<file path="src/rtl/seg_scan_ctrl.sv">
// Multiplexed 7-segment scan controller: a shadow register set feeds an active copy that is swapped
// at frame boundaries, then one digit per prescaler tick is driven with optional blanking.
module seg_scan_ctrl #(
   parameter int unsigned CPU_WIDTH  = 16,
   parameter int unsigned DIGITS     = 8,
   parameter int unsigned SCAN_DIV   = 1000,
   parameter int unsigned ACTIVE_LOW = 0
) (
   input  logic                 clk,
   input  logic                 rst,
   input  logic                 we,
   input  logic [1:0]           addr,
   input  logic [CPU_WIDTH-1:0] wdata,
   output logic [DIGITS-1:0]    tube_en,
   output logic [7:0]           seg_led,
   output logic                 frame_done
);

   localparam int unsigned CNT_W = (SCAN_DIV > 1) ? $clog2(SCAN_DIV) : 1;
   localparam int unsigned IDX_W = (DIGITS > 1) ? $clog2(DIGITS) : 1;
   localparam logic [CNT_W-1:0]  CNT_LAST = CNT_W'(SCAN_DIV - 1);
   localparam logic [IDX_W-1:0]  IDX_LAST = IDX_W'(DIGITS - 1);
   localparam logic [31:0]       VIS_MASK = 32'((64'd1 << (4 * DIGITS)) - 64'd1);
   localparam bit                POL      = (ACTIVE_LOW != 0);
   localparam logic [DIGITS-1:0] TUBE_OFF = {DIGITS{POL}};
   localparam logic [7:0]        SEG_OFF  = {8{POL}};
   localparam logic [1:0]        A_LO = 2'd0, A_HI = 2'd1, A_CTRL = 2'd2, A_DP = 2'd3;

   logic [CNT_W-1:0]  cnt_q, cnt_d;
   logic [IDX_W-1:0]  idx_q, idx_d;
   logic [31:0]       shd_data_q, shd_data_d, act_data_q, act_data_d;
   logic [7:0]        shd_dp_q, shd_dp_d, act_dp_q, act_dp_d;
   logic              pend_q, pend_d;
   logic              en_q, en_d, lzs_q, lzs_d;
   logic [7:0]        blank_q, blank_d;
   logic [DIGITS-1:0] tube_q, tube_d;
   logic [7:0]        seg_q, seg_d;
   logic              fdone_q, fdone_d;

   logic              tick, wrap, blank_dig;
   logic [IDX_W-1:0]  idx_nxt;
   logic [31:0]       src_data, vis;
   logic [7:0]        src_dp, seg_raw;
   logic [4:0]        shamt;
   logic [DIGITS-1:0] tube_raw;
   logic              unused_wdata;

   assign unused_wdata = ^wdata;

   function automatic logic [6:0] hex7(input logic [3:0] n);
      case (n)
         4'h0: hex7 = 7'h3F;  4'h1: hex7 = 7'h06;  4'h2: hex7 = 7'h5B;  4'h3: hex7 = 7'h4F;
         4'h4: hex7 = 7'h66;  4'h5: hex7 = 7'h6D;  4'h6: hex7 = 7'h7D;  4'h7: hex7 = 7'h07;
         4'h8: hex7 = 7'h7F;  4'h9: hex7 = 7'h6F;  4'hA: hex7 = 7'h77;  4'hB: hex7 = 7'h7C;
         4'hC: hex7 = 7'h39;  4'hD: hex7 = 7'h5E;  4'hE: hex7 = 7'h79;
         default: hex7 = 7'h71;
      endcase
   endfunction

   // Next-state: scan timing, frame-boundary swap, register writes, then disable override
   always_comb begin
      cnt_d      = cnt_q;
      idx_d      = idx_q;
      shd_data_d = shd_data_q;
      shd_dp_d   = shd_dp_q;
      act_data_d = act_data_q;
      act_dp_d   = act_dp_q;
      pend_d     = pend_q;
      en_d       = en_q;
      lzs_d      = lzs_q;
      blank_d    = blank_q;
      tube_d     = tube_q;
      seg_d      = seg_q;
      fdone_d    = 1'b0;

      tick     = en_q && (cnt_q == CNT_LAST);
      wrap     = tick && (idx_q == IDX_LAST);
      idx_nxt  = (idx_q == IDX_LAST) ? '0 : idx_q + IDX_W'(1);
      // At a swapping boundary digit 0 must already show the incoming data
      src_data = (wrap && pend_q) ? shd_data_q : act_data_q;
      src_dp   = (wrap && pend_q) ? shd_dp_q : act_dp_q;
      shamt    = 5'(idx_nxt) << 2;
      vis      = (src_data & VIS_MASK) >> shamt;
      blank_dig = blank_q[3'(idx_nxt)] || (lzs_q && (idx_nxt != '0) && (vis == '0));
      seg_raw  = {src_dp[3'(idx_nxt)], blank_dig ? 7'd0 : hex7(vis[3:0])};
      tube_raw = DIGITS'(1) << idx_nxt;

      cnt_d = (cnt_q == CNT_LAST) ? '0 : cnt_q + CNT_W'(1);
      if (tick) begin
         idx_d   = idx_nxt;
         tube_d  = tube_raw ^ TUBE_OFF;
         seg_d   = seg_raw ^ SEG_OFF;
         fdone_d = wrap;
      end
      if (wrap && pend_q) begin
         act_data_d = shd_data_q;
         act_dp_d   = shd_dp_q;
         pend_d     = 1'b0;
      end

      if (we) begin
         case (addr)
            A_LO:   begin shd_data_d[15:0]  = wdata[15:0]; pend_d = 1'b1; end
            A_HI:   begin shd_data_d[31:16] = wdata[15:0]; pend_d = 1'b1; end
            A_DP:   begin shd_dp_d          = wdata[7:0];  pend_d = 1'b1; end
            default: begin
               en_d    = wdata[0];
               lzs_d   = wdata[1];
               blank_d = wdata[15:8];
            end
         endcase
      end

      if (!en_q) begin
         cnt_d      = '0;
         idx_d      = IDX_LAST;
         tube_d     = TUBE_OFF;
         seg_d      = SEG_OFF;
         fdone_d    = 1'b0;
         act_data_d = shd_data_q;
         act_dp_d   = shd_dp_q;
         pend_d     = 1'b0;
      end
   end

   always_ff @(posedge clk or posedge rst) begin
      if (rst) begin
         cnt_q      <= '0;
         idx_q      <= IDX_LAST;
         shd_data_q <= '0;
         shd_dp_q   <= '0;
         act_data_q <= '0;
         act_dp_q   <= '0;
         pend_q     <= 1'b0;
         en_q       <= 1'b1;
         lzs_q      <= 1'b0;
         blank_q    <= '0;
         tube_q     <= TUBE_OFF;
         seg_q      <= SEG_OFF;
         fdone_q    <= 1'b0;
      end else begin
         cnt_q      <= cnt_d;
         idx_q      <= idx_d;
         shd_data_q <= shd_data_d;
         shd_dp_q   <= shd_dp_d;
         act_data_q <= act_data_d;
         act_dp_q   <= act_dp_d;
         pend_q     <= pend_d;
         en_q       <= en_d;
         lzs_q      <= lzs_d;
         blank_q    <= blank_d;
         tube_q     <= tube_d;
         seg_q      <= seg_d;
         fdone_q    <= fdone_d;
      end
   end

   assign tube_en    = tube_q;
   assign seg_led    = seg_q;
   assign frame_done = fdone_q;

endmodule

</file>
<file path="config.mk">
export PLATFORM = sky130hd
export DESIGN_NAME = seg_scan_ctrl
export DESIGN_NICKNAME = d
export VERILOG_FILES = /design/src/rtl/seg_scan_ctrl.sv
export SDC_FILE = /design/constraint.sdc
export NUM_CORES = 1
export LEC_CHECK = 0
export ABC_CLOCK_PERIOD_IN_PS = 3900
export CORE_MARGIN = 5
export CORE_UTILIZATION = 40
export CTS_CLUSTER_SIZE = 8
export DETAILED_ROUTE_END_ITERATION = 6
export GPL_TIMING_DRIVEN = 0
export PLACE_DENSITY = 0.6
export SLEW_MARGIN = 20
export SYNTH_ARGS = -nofsm -noshare
export SYNTH_HDL_FRONTEND = slang
export SYNTH_SLANG_ARGS = --single-unit
</file>
<file path="constraint.sdc">
create_clock -name clk -period 3.9 [get_ports clk]
set_clock_uncertainty 0.1 [all_clocks]
set_input_delay 0.39 -clock clk [delete_from_list [all_inputs] [get_ports clk]]
set_output_delay 0.39 -clock clk [all_outputs]
set_load 0.005 [all_outputs]
</file>
==> impl_metrics.tcl, run 1 <==
set metrics [dict create \
    synthCells 565 \
    p_comb_share_pct 21.6 \
    vias 4884 \
    via_per_inst 5.69 \
    syn_nets 595 \
    die_h_um 136 \
    reg2regPathDepth 12 \
    antenna_found_initial 0 \
    crit_type "register to register" \
    grt_pass1_vias 5057 \
    dieArea_mm2 0.0185 \
    cp.arrival_ns 3.97 \
    synth_top_area_share_pct 46.1 \
    clock-sinks 121 \
    drt_wl_total_um 18200 \
    use_met1_pct 27.0 \
    grt_start_max_net_pins 67 \
    ant_nets 0 \
    period_minus_slack_ns 3.75 \
    final_hold_viol_count 0 \
    syn-cell-area_mm2 0.00636 \
    synth.most_common_cell "dfrtp_1" \
    cts_tree "built" \
    ys_async_sr_fraction_pct 100 \
    cp_data_required_time_ns 4.12 \
    postCtsHoldBufs 0 \
    syn_avg_cell_area_um2 11.3 \
    ys_seq_area_share_pct 47.7 \
    leakage_nw 3.23 \
    syn2layout_area_growth_pct 22.2 \
    worst_setup_path_start_kind "register" \
    clock_latency_ns 0.42 \
    core_area_mm2 0.0157 \
    hold_class "primary input to async pin" \
    max_cap_violations 0 \
    synth_warnings 0 \
    ys.flop_type "dfrtp_1" \
    tightest_slew_ns 1.00 \
    io_buffers 37 \
    grt_use_total_pct 20.4 \
    ys_seq_elements 121 \
    clkTransAtPathRegs_ns 0.05 \
    root_buffer "clkbuf_16" \
    yosys.area.top_type "dfrtp_1" \
    end_kind "register" \
    drtIter0Drc 431 \
    layout.cells.non_filler 859 \
    p_total_mw 4.37 \
    synth.distinct_cells 65 \
    finalNetCount 661 \
    drive_gt1_share_pct 27.1 \
    power_switching_share_pct 28.6 \
    setup_viol 0 \
    grt.busiest_layer "met2" \
    clk_path_buf_depth 2 \
    p_per_area_mw_per_mm2 563 \
    num_io_pins 38 \
    clkPwrFrac_pct 38.0 \
    grt_setup_unrepaired "false" \
    tns_ns 0 \
    placed_area_mm2 0.00703 \
    fp-row-count 46 \
    crit_fanout 10 \
    initial_core_util_pct 40.5 \
    dieWidth_um 136 \
    p_switching_mw 1.25 \
    htree_levels 4 \
    wl_per_cell_um 21.2 \
    max-slew-margin-rel_pct 32.6 \
    ir_drop_v 0.000304 \
    period_share_pct 96.1 \
    cts_buffers 17 \
    status "finished clean" \
    power.internal_mw 3.12 \
    seqPwrFrac_pct 40.4 \
    routabilityCongestion 0.932 \
    dp_hpwl_um 13100 \
    diodes 0 \
    final_area_mm2 0.00777 \
    slew_viol_final 0 \
    dr.pass1.iters 5 \
    synth_area_leaders "dfrtp_1 (46%), mux2_2 (16%), nand2_1 (2.7%)" \
    place_inst 819 \
    synth_edf_count 0 \
    drc 0 \
    grt_pass1_wl_um 28800 \
    grt_overflow 0 \
    met3_usage_pct 4.44 \
    synthTopCellsByCount "dfrtp_1 (117), mux2_2 (92), nand2_1 (45)" \
    use_met2_pct 33.3 \
    fmax_ghz 0.267 \
]
-- kinds of logic (layout without fill, tap and decap cells) --
| logic type | count (synthesis) | count (layout) | synth area share [%] |
|---|---|---|---|
| AND/OR/NAND/NOR | 161 | 161 | 14.3 |
| flip-flops | 121 | 121 | 47.7 |
| multiplexers | 115 | 115 | 20.8 |
| AO/OA/AOI/OAI | 108 | 108 | 11.5 |
| buffers and inverters | 43 | 121 | 2.83 |
| adder cells (fa/ha/maj) | 9 | 9 | 1.77 |
| XOR/XNOR | 8 | 8 | 1.10 |
-- area by class of cell --
| type | instances | area (um2) |
|---|---|---|
| Timing Repair Buffer | 48 | 473 |
| Sequential cell | 121 | 3030 |
| Fill cell | 1430 | 7950 |
| Clock inverter | 8 | 143 |
| Clock buffer | 23 | 478 |
| Tap cell | 216 | 270 |
| Buffer | 30 | 140 |
| Multi-Input combinational cell | 401 | 3180 |
| Inverter | 12 | 50.0 |
-- through the flow --
stage | util (%) | hold WS [ns] | worst slack (ns)
after floorplan | - | 0.355 | 0.202
after global placement | 44.5 | 0.364 | -1.43
after detailed placement | 44.7 | 0.370 | -0.551
after CTS | 49.0 | 0.329 | 0.00731
after global routing | 49.4 | 0.348 | 0.0617
final | 49.4 | 0.302 | 0.153
-- registers in the layout, indices dropped and copies added (netlist names), 3 cells and up --
| signal | cells |
|---|---|
| blank_q | 8 |
| seg_led | 8 |
| act_data_q | 32 |
| cnt_q | 10 |
| shd_data_q | 32 |
| tube_en | 8 |
| act_dp_q | 8 |
| idx_q | 3 |
| shd_dp_q | 8 |
-- layout by cell type, fill, tap and decap left out, types with 4 or more instances in the layout --
cell type / synthesis / final
a21boi_0: 5 / 5
a21oi_1: 26 / 26
a31oi_1: 6 / 6
and2_1: 5 / 5
buf_2: 9 / 8
buf_4: 0 / 11
bufinv_16: 0 / 4
clkbuf_1: 20 / 19
clkbuf_16: 0 / 17
clkdlybuf4s50_1: 0 / 37
dfrtp_1: 117 / 117
dfstp_2: 4 / 4
ha_1: 9 / 8
inv_1: 11 / 10
mux2_2: 92 / 92
mux2i_1: 16 / 16
nand2_1: 45 / 45
nand3_1: 19 / 18
nand4_1: 7 / 7
nor2_1: 24 / 24
nor2b_1: 5 / 5
nor3_1: 16 / 16
nor3b_1: 5 / 4
nor4_1: 11 / 11
o211ai_1: 5 / 5
o21ai_0: 18 / 18
o22ai_1: 5 / 4
o31ai_1: 12 / 12
or3_1: 5 / 5
xor2_1: 5 / 5
-- metal layers --
metal	routed length (um)	share of wire, %
met3	850	4.7
met4	390	2.1
met1	8260	45
met2	8740	48
met5	0	0
-- worst paths after layout --
kind | slack, ns | end | from
worst max-delay path | 0.15 | seg_led[3] | idx_q[0]
worst min-delay path | 0.30 | shd_data_q[15] | rst
worst max register to register | 0.15 | seg_led[3] | idx_q[0]
worst min register to register | 0.37 | seg_led[6] | seg_led[6]
max in group asynchronous | 2.70 | act_dp_q[0] | rst
min in group clk | 0.37 | seg_led[6] | seg_led[6]
-- worst max-delay path, stage by stage, from the launching register on --
cell and delay (ns):
dfstp_2 0.55, ha_1 0.16, ha_2 0.25, buf_2 0.27, clkbuf_4 0.28, nor2_1 0.12, clkbuf_2 0.27, and2_1 0.21
o22ai_2 0.33, inv_1 0.17, ha_1 0.28, mux4_2 0.46, o31ai_1 0.20
-- power by group through the flow --
stage | logic, mW | registers [mW] | clock network (mW)
final | 0.945 | 1.77 | 1.66
after CTS | 0.926 | 1.76 | 1.68
after global placement | 0.869 | 1.76 | 0
after detailed placement | 0.902 | 1.78 | 0
after floorplan | 0.701 | 1.68 | 0
after global routing | 1.03 | 1.79 | 1.75
-- repair_timing --
item	in CTS	in global routing
gates resized for setup	3	13
pin swaps	4	3
setup buffers	6	4
setup endpoints to repair	7	7
(Power assumes the default switching activity.)
==> run 2: changes to the inputs <==
--- a/config.mk
+++ b/config.mk
@@ -11,7 +11,7 @@
 export CTS_CLUSTER_SIZE = 8
 export DETAILED_ROUTE_END_ITERATION = 6
 export GPL_TIMING_DRIVEN = 0
-export PLACE_DENSITY = 0.6
+export PLACE_DENSITY_LB_ADDON = 0.2
 export SLEW_MARGIN = 20
 export SYNTH_ARGS = -nofsm -noshare
 export SYNTH_HDL_FRONTEND = slang
==> run 2 against run 1 <==
  * Clock power is essentially flat
  * Utilization is essentially flat
  * Sequential cell count is the same
  * Register-to-register slack lost 0.02 ns
  * Largest power group unchanged
  * Count of clock-buffer cells in the layout grew 1
  * Hold slack lost 0.051 ns
  * Highest routed layer unchanged
  * Sequential share of layout area is essentially flat
  * Combinational power shrank 0.8%
  * Largest cell class unchanged
==> impl_metrics.tcl, run 2 (synthesis gave the netlist of run 1 again) <==
set metrics [dict create \
    crit_family "adder cells" \
    place_inst 819 \
    tns_ns 0 \
    vias 4830 \
    dieWidth_um 136 \
    power.internal_mw 3.14 \
    grt_use_total_pct 20.7 \
    nFillCells 1438 \
    max_cap_violations 0 \
    crit_fanout 10 \
    clock-sinks 121 \
    routabilityCongestion 0.924 \
    core_area_mm2 0.0157 \
    max-slew-margin-rel_pct 38.8 \
    finalNetCount 658 \
    cp_data_required_time_ns 4.12 \
    cts_buffers 17 \
    hold_class "primary input to async pin" \
    seqPwrFrac_pct 40.3 \
    htree_levels 4 \
    p_comb_share_pct 21.4 \
    tightest_slew_ns 0.911 \
    die_h_um 136 \
    antenna_found_initial 0 \
    period_share_pct 96.5 \
    worst_setup_path_start_kind "register" \
    period_minus_slack_ns 3.77 \
    final_area_mm2 0.00776 \
    wl_per_cell_um 21.1 \
    placed_area_mm2 0.00703 \
    clk_path_buf_depth 2 \
    fp-row-count 46 \
    worstPathCellList "ha_1, ha_1, or2_2, buf_2, clkbuf_1, nor2_1, a311oi_2, o2bb2ai_2, ha_1, inv_1, mux4_2, o31ai_1" \
    p_per_area_mw_per_mm2 564 \
    drtIter0Drc 446 \
    clock_latency_ns 0.42 \
    layout.cells.non_filler 857 \
    p_switching_mw 1.24 \
    status "finished clean" \
    drive_gt1_share_pct 26.8 \
    ant_nets 0 \
    via_per_inst 5.64 \
    clkPwrFrac_pct 38.4 \
    crit_type "register to register" \
    diodes 0 \
    critPathBufInv 3 \
    slew_viol_final 0 \
    dieArea_mm2 0.0185 \
    grt_overflow 0 \
    grt_start_max_net_pins 80 \
    multi_input_area_mm2 0.00318 \
    ir_drop_v 0.000312 \
    critical_path.most_common_cell "ha_1" \
    end_kind "register" \
    io_buffers 37 \
    slowest_stage "dfstp_2" \
    dp_hpwl_um 13100 \
    grt_pass1_wl_um 28700 \
    drc 0 \
    final_cell_mix "dfrtp_1 (117), mux2_2 (92), nand2_1 (45)" \
    dr.pass1.iters 5 \
    reg_top3 "act_data_q (32), shd_data_q (32), cnt_q (10)" \
    regArea_mm2 0.00303 \
    setup_viol 0 \
    num_io_pins 38 \
    final_common_cell "dfrtp_1" \
    leakage_nw 3.22 \
    initial_core_util_pct 40.5 \
    root_buffer "clkbuf_16" \
    drt_wl_total_um 18100 \
    clkTransAtPathRegs_ns 0.05 \
    fmax_ghz 0.266 \
    cp.arrival_ns 3.99 \
    cts_tree "built" \
    grt_setup_unrepaired "false" \
    syn2layout_area_growth_pct 22.1 \
    power_switching_share_pct 28.4 \
    crit_path_max_incr_delay_ns 0.56 \
    grt_pass1_vias 5007 \
    final_hold_viol_count 0 \
]
[run 2: cell types whose count changed in the layout (fill, tap and decap cells not counted), sizes merged]
cell,delta
clkbuf,+2
clkinv,+1
clkinvlp,-1
buf,-4
[run 2: final timing paths]
path	start	to	slack (ns)	cells past startpoint
worst max-delay path	idx_q[0]	seg_led[3]	0.13	12
worst min-delay path	rst	shd_data_q[29]	0.25	2
worst max register to register	idx_q[0]	seg_led[3]	0.13	12
worst min register to register	seg_led[5]	seg_led[5]	0.37	2
max in group asynchronous	rst	shd_data_q[0]	2.72	3
min in group clk	seg_led[5]	seg_led[5]	0.37	2
[run 2: cell type report]
| type | instances | area share, % |
|---|---|---|
| buffer | 29 | 1.82 |
| clock buffer | 24 | 6.33 |
| clock inverter | 8 | 1.81 |
| inverter | 12 | 0.645 |
| multi-input combinational | 401 | 40.9 |
| sequential | 121 | 39.1 |
| tap | 216 | 3.48 |
| timing repair buffer | 46 | 5.90 |
[run 2: timing repair]
item | in CTS | in global routing
setup buffers | 7 | 1
pin swaps | 5 | 4
hold buffers | 0 | 0
resized for setup | 4 | 11
setup endpoints to repair | 7 | 7
[run 2: layer usage]
layer	global-route usage, %	up-vias	part of all wire, %
met4	8.40	0	3.2
met3	4.77	44	5.8
met2	32.3	166	47
met1	27.9	2384	44
met5	0	-	0
li1	-	2236	-
[run 2: per-stage QoR]
stage | utilization, % | hold WS (ns) | setup slack [ns] | power, mW
2_1_floorplan | - | 0.355 | 0.202 | 2.38
3_3_place_gp | 44.5 | 0.363 | -1.47 | 2.64
3_5_place_dp | 44.7 | 0.370 | -0.619 | 2.68
4_1_cts | 49.2 | 0.252 | 0.0406 | 4.40
5_1_grt | 49.4 | 0.283 | 0.00813 | 4.58
6_report | 49.4 | 0.251 | 0.135 | 4.38
[run 2: power groups by stage]
stage	Combinational (mW)	Sequential (mW)	Clock, mW
2_1_floorplan	0.701	1.68	0
3_3_place_gp	0.873	1.76	0
3_5_place_dp	0.904	1.77	0
4_1_cts	0.930	1.75	1.71
5_1_grt	1.03	1.79	1.76
6_report	0.937	1.76	1.68
==> run 3: changes to the inputs <==
--- a/config.mk
+++ b/config.mk
@@ -5,9 +5,10 @@
 export SDC_FILE = /design/constraint.sdc
 export NUM_CORES = 1
 export LEC_CHECK = 0
+export ABC_AREA = 1
 export ABC_CLOCK_PERIOD_IN_PS = 3900
 export CORE_MARGIN = 5
-export CORE_UTILIZATION = 40
+export CORE_UTILIZATION = 54
 export CTS_CLUSTER_SIZE = 8
 export DETAILED_ROUTE_END_ITERATION = 6
 export GPL_TIMING_DRIVEN = 0
==> run 3 against run 2 <==
  * Cell area is 2.5% higher
  * Sequential power is 11% lower
  * Power decreased by 8.8%
  * Highest routed layer unchanged
  * Die area shrank 20%
  * Non-clock buffer count grew 2
  * Global-route usage increased by 6.8 points
  * Critical path type unchanged
  * Count of clock-buffer cells in the layout fell by 7
  * Critical path depth up 7
==> impl_metrics.tcl, run 3 <==
set metrics [dict create \
    synth_edf_count 0 \
    end_kind "register" \
    tns_ns 0 \
    grt_pass1_wl_um 31100 \
    num_io_pins 38 \
    synth_top_area_share_pct 43.4 \
    crit_fanout 10 \
    synth_warnings 0 \
    initial_core_util_pct 55.7 \
    syn-cell-area_mm2 0.00674 \
    ys_async_sr_fraction_pct 100 \
    layout.cells.non_filler 1136 \
    drtIter0Drc 653 \
    yosys.area.top_type "dfrtp_1" \
    clkTransAtPathRegs_ns 0.06 \
    r2r_end "seg_led[4]" \
    p_total_mw 3.99 \
    worst_setup_path_start_kind "register" \
    max_cap_violations 0 \
    antenna_found_initial 0 \
    p_switching_mw 1.31 \
    final_cell_mix "nand2_1 (281), dfrtp_1 (117), nand3_1 (104)" \
    dieArea_mm2 0.0148 \
    grt_use_total_pct 27.5 \
    dr.pass1.iters 5 \
    cts_tree "built" \
    wl_per_cell_um 16.9 \
    grt_pass1_vias 5857 \
    syn2layout_area_growth_pct 18.0 \
    seqPwrFrac_pct 39.3 \
    crit_start "idx_q[0]" \
    via_per_inst 5.47 \
    ant_nets 0 \
    drc 0 \
    fmax_ghz 0.273 \
    clock_latency_ns 0.42 \
    ir_drop_v 0.000355 \
    p_per_area_mw_per_mm2 502 \
    dp_hpwl_um 14000 \
    status "finished clean" \
    grt_setup_unrepaired "false" \
    worstPathCellList "ha_1, ha_1, nor2_2, inv_1, clkbuf_1, nand2_1, nand3_1, nand2_1, nand2_1, nand2_1, inv_1, ha_1, nand3_1, inv_1, nand2_1, nand2_1, nor2_1, nand3_1, nand2_1" \
    diodes 0 \
    slew_viol_final 0 \
    routabilityCongestion 0.979 \
    drive_gt1_share_pct 11.1 \
    leakage_nw 3.91 \
    ys_seq_elements 121 \
    final_util_pct 65.7 \
    io_buffers 37 \
    tightest_slew_ns 0.843 \
    grt_overflow 0 \
    syn_nets 928 \
    reg2regPathDepth 19 \
    crit_path_max_incr_delay_ns 0.57 \
    clock-sinks 121 \
    place_inst 1104 \
    power_switching_share_pct 32.8 \
    reg_top3 "act_data_q (32), shd_data_q (32), cnt_q (10)" \
    crit_path_end "seg_led[4]" \
    timing.rr.start "idx_q[0]" \
    final_hold_viol_count 0 \
    power.internal_mw 2.68 \
    final_common_cell "nand2_1" \
    critical_path.most_common_cell "nand2_1" \
    max-slew-margin-rel_pct 43.6 \
    cp_data_required_time_ns 4.11 \
    vias 6210 \
    core_area_mm2 0.0121 \
    synthTopCellsByCount "nand2_1 (281), dfrtp_1 (117), nand3_1 (104)" \
    hold_class "primary input to async pin" \
    synth.most_common_cell "nand2_1" \
    period_share_pct 93.8 \
    clk_path_buf_depth 2 \
    ys_seq_area_share_pct 45.0 \
    setup_ws_ns 0.243 \
    reg2reg_slack_ns 0.24 \
    slowest_stage "dfstp_2" \
    cts_buffers 17 \
    post-place-ws_ns 0.215 \
    grt_start_max_net_pins 70 \
    period_minus_slack_ns 3.66 \
    die_h_um 122 \
    setup_viol 0 \
    dieWidth_um 122 \
    crit_type "register to register" \
    syn_avg_cell_area_um2 7.51 \
    ys.flop_type "dfrtp_1" \
    drt_wl_total_um 19200 \
    synth_area_leaders "dfrtp_1 (43%), nand2_1 (16%), nand3_1 (7.7%)" \
    fp-row-count 40 \
    root_buffer "clkbuf_16" \
    synthCells 898 \
    cp.arrival_ns 3.87 \
    synth.distinct_cells 43 \
    clkPwrFrac_pct 39.3 \
    p_comb_share_pct 21.4 \
    finalNetCount 985 \
    htree_levels 4 \
]
[run 3: cell count changes after synthesis, moves of 12 or more]
cell | previous run | this run
o21ai_0 | 18 | 102
nand2_1 | 45 | 281
nand3_2 | 0 | 16
nor2_1 | 24 | 44
o31ai_1 | 12 | 0
inv_1 | 11 | 99
nand3_1 | 19 | 104
mux2_2 | 92 | 0
mux2i_1 | 16 | 1
a21oi_1 | 26 | 11
[run 3: cells by family (layout without fill, tap and decap cells)]
kind of cell | Yosys count | in the layout | share of synthesized area, %
AO/OA/AOI/OAI | 130 | 130 | 10.1
XOR/XNOR | 1 | 1 | 0.130
adder cells (fa/ha/maj) | 9 | 9 | 1.67
buffers and inverters | 143 | 213 | 9.05
flip-flops | 121 | 121 | 45.0
multiplexers | 1 | 1 | 0.148
AND/OR/NAND/NOR | 493 | 493 | 33.9
[run 3: per-stage QoR]
| stage | instance area (um2) | hold slack [ns] |
|---|---|---|
| 2_1_floorplan | 6740 | 0.333 |
| 3_3_place_gp | 7320 | 0.354 |
| 3_5_place_dp | 7360 | 0.365 |
| 4_1_cts | 7950 | 0.300 |
| 5_1_grt | 7960 | 0.332 |
| 6_report | 7960 | 0.278 |
[run 3: power groups by stage]
stage	sequential, mW	clock (mW)	combinational (mW)
floorplan	1.54	0	0.624
global placement	1.58	0	0.821
detailed placement	1.58	0	0.836
CTS	1.56	1.58	0.844
global route	1.59	1.64	0.976
finish	1.57	1.57	0.856
[run 3: worst min-delay path by stage]
stage | endpoint | slack, ns | startpoint
2_1_floorplan | cnt_q[0] | 0.33 | cnt_q[0]
5_1_grt | shd_data_q[15] | 0.33 | rst
6_report | shd_data_q[15] | 0.28 | rst
3_5_place_dp | seg_led[5] | 0.37 | seg_led[5]
4_1_cts | shd_data_q[15] | 0.30 | rst
3_3_place_gp | cnt_q[0] | 0.35 | cnt_q[0]
[run 3: timing repair]
item                                    in CTS  in global routing
hold buffers                                 0                  0
endpoints found under the setup margin       0                  6
buffers inserted                             0                  0
resized for setup                            0                  1
[run 3: worst max-delay path, delay by kind of cell, from the launching register on]
family	cells	cell delay, ns
simple gates	12	1.15
buf+inv	4	1.03
fa+ha+maj	3	0.69
flops	1	0.57
[run 3: area by class of cell]
type | count | area (um2)
Fill cell | 1082 | 4160
Multi-Input combinational cell | 634 | 3110
Sequential cell | 121 | 3030
Clock buffer | 17 | 425
Timing Repair Buffer | 38 | 398
Inverter | 104 | 395
Buffer | 39 | 220
Tap cell | 168 | 210
Clock inverter | 15 | 168
[run 3: per-layer routing]
metal / vias to the layer above / track usage (%) / wire (um)
met4: 0 / 11.1 / 715
met2: 275 / 42.1 / 8720
met1: 2864 / 37.1 / 7900
li1: 3010 / - / -
met3: 61 / 7.61 / 1900
met5: - / 0 / 0
